[src/rtl/udd_pkg.sv]
// udd_pkg: shared state/step enums and 7-seg glyph constants for up_down_detector.
package udd_pkg;
  typedef enum logic [1:0] {EMPTY, TRACK, LOCK_UP, LOCK_DOWN} state_e;
  typedef enum logic [1:0] {UP, DOWN, HOLD, JUMP} step_e;
  localparam logic [6:0] SEG_U     = 7'b0111110;
  localparam logic [6:0] SEG_D     = 7'b1011110;
  localparam logic [6:0] SEG_BLANK = 7'b0000000;
endpackage

[src/rtl/udd_seg_enc.sv]
// udd_seg_enc: maps registered direction flags to the 7-seg direction glyph.
module udd_seg_enc
  import udd_pkg::*;
(
  input  logic       dir_up,
  input  logic       dir_down,
  output logic [6:0] seg
);
  assign seg = dir_up ? SEG_U : dir_down ? SEG_D : SEG_BLANK;
endmodule

[src/rtl/up_down_detector.sv]
// up_down_detector: infers count direction from a sampled counter stream and locks onto it.
// Define UDD_STICKY_ERR_EN to hold err until clr instead of pulsing it for one cycle.
module up_down_detector
  import udd_pkg::*;
#(
  parameter int WIDTH    = 4,
  parameter int LOCK_CNT = 3
) (
  input  logic             clk,
  input  logic             clr,
  input  logic             valid,
  input  logic [WIDTH-1:0] cnt_in,
  output logic             dir_up,
  output logic             dir_down,
  output logic             locked,
  output logic             err,
  output logic [6:0]       seg,
  output logic             dp
);
  localparam logic [3:0] LOCK = 4'(LOCK_CNT);
  state_e           state_q, state_d;
  logic [WIDTH-1:0] prev_q, prev_d, delta;
  logic [3:0]       run_q, run_d;
  logic             dn_q, dn_d, err_q, err_d, up_q, up_d, down_q, down_d, same;
  step_e            step;
  always_comb begin
    delta = cnt_in - prev_q;
    step = delta == WIDTH'(1) ? UP : delta == '1 ? DOWN : delta == '0 ? HOLD : JUMP;
    same = dn_q == (step == DOWN);
    state_d = state_q;
    prev_d = prev_q;
    run_d = run_q;
    dn_d = dn_q;
`ifdef UDD_STICKY_ERR_EN
    err_d = err_q;
`else
    err_d = 1'b0;
`endif
    if (valid) begin
      prev_d = cnt_in;
      if (state_q == EMPTY) begin
        state_d = TRACK;
        run_d = '0;
      end else if (step == JUMP) begin
        // a jump to zero is a counter clear on the far side, not an error
        state_d = TRACK;
        run_d = '0;
        err_d = err_d | (cnt_in != '0);
      end else if (step != HOLD && !(state_q != TRACK && same)) begin
        // run_q stays below LOCK while tracking, so the increment cannot overflow
        run_d = (state_q == TRACK && same) ? run_q + 4'd1 : 4'd1;
        dn_d = step == DOWN;
        state_d = run_d >= LOCK ? (step == DOWN ? LOCK_DOWN : LOCK_UP) : TRACK;
      end
    end
    up_d = state_d == LOCK_UP;
    down_d = state_d == LOCK_DOWN;
  end
  always_ff @(posedge clk or posedge clr) begin
    if (clr) begin
      state_q <= EMPTY;
      prev_q <= '0;
      run_q <= '0;
      dn_q <= 1'b0;
      err_q <= 1'b0;
      up_q <= 1'b0;
      down_q <= 1'b0;
    end else begin
      state_q <= state_d;
      prev_q <= prev_d;
      run_q <= run_d;
      dn_q <= dn_d;
      err_q <= err_d;
      up_q <= up_d;
      down_q <= down_d;
    end
  end
  udd_seg_enc u_seg (
    .dir_up  (up_q),
    .dir_down(down_q),
    .seg     (seg)
  );
  assign dir_up = up_q;
  assign dir_down = down_q;
  assign locked = up_q | down_q;
  assign err = err_q;
  assign dp = 1'b1;
endmodule

[config.mk]
export PLATFORM = sky130hd
export DESIGN_NAME = up_down_detector
export DESIGN_NICKNAME = d
export VERILOG_FILES = /design/src/rtl/udd_pkg.sv /design/src/rtl/udd_seg_enc.sv /design/src/rtl/up_down_detector.sv
export SDC_FILE = /design/constraint.sdc
export NUM_CORES = 1
export LEC_CHECK = 0
export BUFFER_PORTS_ARGS = -buffer_cell sky130_fd_sc_hd__buf_2
export CORE_AREA = 2 2 69 71
export CTS_BUF_LIST = sky130_fd_sc_hd__clkbuf_8
export CTS_CLUSTER_DIAMETER = 100
export DETAILED_ROUTE_END_ITERATION = 10
export DIE_AREA = 0 0 71 73
export PLACE_DENSITY_LB_ADDON = 0.3
export SYNTH_ARGS = -nofsm -noshare
export SYNTH_HDL_FRONTEND = slang
export SYNTH_HIERARCHICAL = 1
export SYNTH_SLANG_ARGS = --single-unit
[constraint.sdc]
create_clock -name clk -period 3.85 [get_ports clk]
set_input_delay 0.1925 -clock clk [delete_from_list [all_inputs] [get_ports clk]]
set_output_delay 0.1925 -clock clk [all_outputs]
set_load 0.01 [all_outputs]
==> summary.md <==
| Metric | Value |
|---|---|
| R2r endpoint | dir_down$_DFF_PP0_ |
| Slew HR | 61.9% |
| PortBufs | 16 |
| Core area | 4540 µm² |
| Fin util | 26.7% |
| Synthesis Warnings | 6 |
| CTS clk-pin slew, worst paths | 0.06 ns |
| Failing checks | negative hold slack |
| Final worst-path cycle share | 67.6% |
| Dominant cell type by area after synthesis | dfrtp_1 |
| Initial core utilization | 23.6% |
| LEAKAGE | 0.582 nW |
| Critical Path AT | 2.73 ns |
| # diodes | 0 |
| Top-area cell type share of the netlist area | 32.7% |
| Register area share after synthesis | 32.7% |
| Placed cell areas | 1160 µm² |
| FP Rows | 25 |
| Vias in the first global route | 869 |
| Clk_lat worst skew | 0.25 ns |
| Via count | 897 |
| Gpl congestion | 0.894 |
| GRT overflow | 0 |
| Reg2Reg Setup Slack | 1.25 ns |
| Clock Root Buffer | clkbuf_8 |
| Die height | 73 µm |
| Crit path kind | flip-flop to flip-flop |
| DRT met1 WL | 1040 µm |
| Vias/cell | 4.82 |
| Total wire length | 2330 µm |
| R2R cell count | 8 |
| Worst EP required | 3.98 ns |
| RSZ-0062 raised after global routing | false |
| Post-CTS Setup Inserts | 0 |
| Post_cts resized | 0 |
| Worst Setup End Kind | flip-flop |
| VDD IR max | 152 µV |
| Final setup violation count | 0 |
| Inserted Clock Buffers | 3 |
| Peak Freq | 385 MHz |
| Nets@finish | 145 |
| Status | finished, violations left |
| Final hold slack | -0.0167 ns |
| Metal3 WL | 121 µm |
| # IOs | 19 |
| Worst-path maximum fanout | 8 |
| Drt initial violations | 45 |
| H-tree lvl count | 1 |
| Area grow syn2layout | 13.3% |
| Final hold violations | 14 |
| Pin count of the biggest net entering global routing | 15 |
| Layout cells sized above 1 | 22.7% |
| Number of remaining DRC errors | 0 |
| Hpwl dp | 1810 µm |
| Top cells by area, synth | dfrtp_1 (33%), ha_1 (4.7%), buf_4 (4.2%) |
| Worst-Margin Slew | 0.568 ns |
| Reg2reg start | prev_q[2]$_DFFE_PP0P_ |
| Unique masters post-synth | 46 |
| Final min period | 2.60 ns |
| Pwr dens | 391 nW/µm² |
| Met2 Wirelength | 1150 µm |
| Initial antenna violation count | 0 |
| DR WL/cell | 12.5 µm |
| Avg Inst Size Synth | 8.91 µm² |
| DRT Pass-1 Iters | 4 |
| Remaining antenna violation count after routing | 0 |
| Max-Cap Viols | 0 |
| TritonCTS clock tree | built |
| Cell Area, Synth | 1070 µm² |
| Final instance area | 1210 µm² |
| Max-slew violation count | 0 |
| Fraction of registers with async set/reset | 100% |
| Die area | 5180 µm² |
| Post-synth EDFFs | 0 |
| FF+latch count, synth | 14 |
| GRT Total Usage | 9.68% |
| Worst Hold Class | input pin to asynchronous set/reset pin |
| Cts hold-fix bufs | 0 |
| Width of the die | 71 µm |
| Clock skew | 0.000730 ns |
| Synth Flop Type | dfrtp_1 |
| Syn_nets | 132 |
| CP startpoint kind | flip-flop |
| Sum Neg Setup Slack | 0 ns |
| Cells after Synth | 120 |
| Longest Clk Path Bufs | 2 |
| # clock sinks | 14 |
| Top sig layer | met4 |
| First-pass GRT wire length | 3920 µm |
[kinds of logic after synthesis]
group,synth area share (%)
simple gates,25.6
fa+ha+maj,6.55
mux,3.39
compound gates,19.4
xor+xnor,2.46
flops,32.7
other cells,0.702
buf+inv,9.12
[power by group]
group	internal, mW	switching (mW)	leakage, nW	total [mW]
Clock	0.0909	0.0579	0.0288	0.149
Combinational	0.0566	0.0929	0.378	0.149
Sequential	0.162	0.0147	0.175	0.176
[state kept, by name (all words and copies together), names as in the netlist]
register / flops
prev_q: 4
run_q: 4
state_q: 2
dir_down: 1
dir_up: 1
dn_q: 1
err: 1
[worst max-delay path: stages (launching register included)]
cell and delay (ns):
dfrtp_1 0.36, inv_1 0.08, ha_1 0.26, and3b_1 0.20
or3_1 0.50, and4b_4 0.25, or3_4 0.42, o2111ai_1 0.28
a22oi_1 0.13
[Yosys cell counts (2+ instances only)]
master	number
dfrtp_1	14
nand2_1	11
inv_1	10
buf_4	6
nand2b_1	6
a21o_1	5
nor2_1	5
a21oi_1	4
ha_1	4
nor3_1	4
o21ai_0	4
nand4_1	3
o21ai_1	3
xnor2_1	3
a31oi_1	2
conb_1	2
mux2_2	2
nand3_1	2
nor4_1	2
o211ai_1	2
[how the worst max path moves through the flow]
stage / startpoint / end / slack (ns) / cells past startpoint
4_1_cts: prev_q[2]$_DFFE_PP0P_ / dir_down$_DFF_PP0_ / 1.23 / 8
5_1_grt: prev_q[2]$_DFFE_PP0P_ / dir_down$_DFF_PP0_ / 1.08 / 8
6_report: prev_q[2]$_DFFE_PP0P_ / dir_down$_DFF_PP0_ / 1.25 / 8
3_5_place_dp: prev_q[2]$_DFFE_PP0P_ / dir_down$_DFF_PP0_ / 1.25 / 8
3_3_place_gp: prev_q[2]$_DFFE_PP0P_ / dir_down$_DFF_PP0_ / 1.29 / 8
2_1_floorplan: prev_q[2]$_DFFE_PP0P_ / dir_down$_DFF_PP0_ / 1.46 / 9
[per-stage QoR]
| step | setup slack [ns] | total power, mW | std cells | hold WS [ns] |
|---|---|---|---|---|
| after detailed placement | 1.25 | 0.328 | 182 | 0.285 |
| after global placement | 1.29 | 0.326 | 182 | 0.291 |
| after floorplan | 1.46 | 0.297 | 120 | 0.0817 |
| after global routing | 1.08 | 0.510 | 186 | 0.0359 |
| after CTS | 1.23 | 0.482 | 186 | 0.0102 |
| final | 1.25 | 0.475 | 186 | -0.0167 |
[placed cells by master, fill, tap and decap left out, drive strengths merged, types with 2 or more instances in the layout]
| master | Yosys | routed |
|---|---|---|
| a21oi | 4 | 4 |
| clkbuf | 1 | 4 |
| dfrtp | 14 | 14 |
| buf | 7 | 16 |
| mux2 | 2 | 2 |
| nand2 | 11 | 11 |
| or2 | 2 | 2 |
| a31oi | 2 | 2 |
| nor2 | 5 | 5 |
| xnor2 | 3 | 3 |
| conb | 2 | 2 |
| o211ai | 2 | 2 |
| nor4 | 3 | 3 |
| o21ai | 7 | 7 |
| nand3 | 2 | 2 |
| a21o | 5 | 5 |
| nand4 | 3 | 3 |
| inv | 10 | 10 |
| nor3 | 5 | 5 |
| nand2b | 6 | 6 |
| ha | 4 | 4 |
| or3 | 2 | 2 |
[per-layer routing]
| layer | vias to the layer above | global-route usage, % |
|---|---|---|
| li1 | 447 | - |
| met1 | 426 | 10.7 |
| met2 | 22 | 17.0 |
| met3 | 2 | 3.87 |
| met4 | 0 | 3.14 |
| met5 | - | 0 |
[area by class of cell]
class / count / area, µm²
flip-flops and latches: 14 / 350
fillers: 484 / 3320
well taps: 54 / 67.6
repair buffers: 16 / 80.1
clock buffers: 4 / 55.1
inverters: 10 / 37.5
multi-input cells: 88 / 622
No activity file was read; power rests on OpenSTA's default activity.
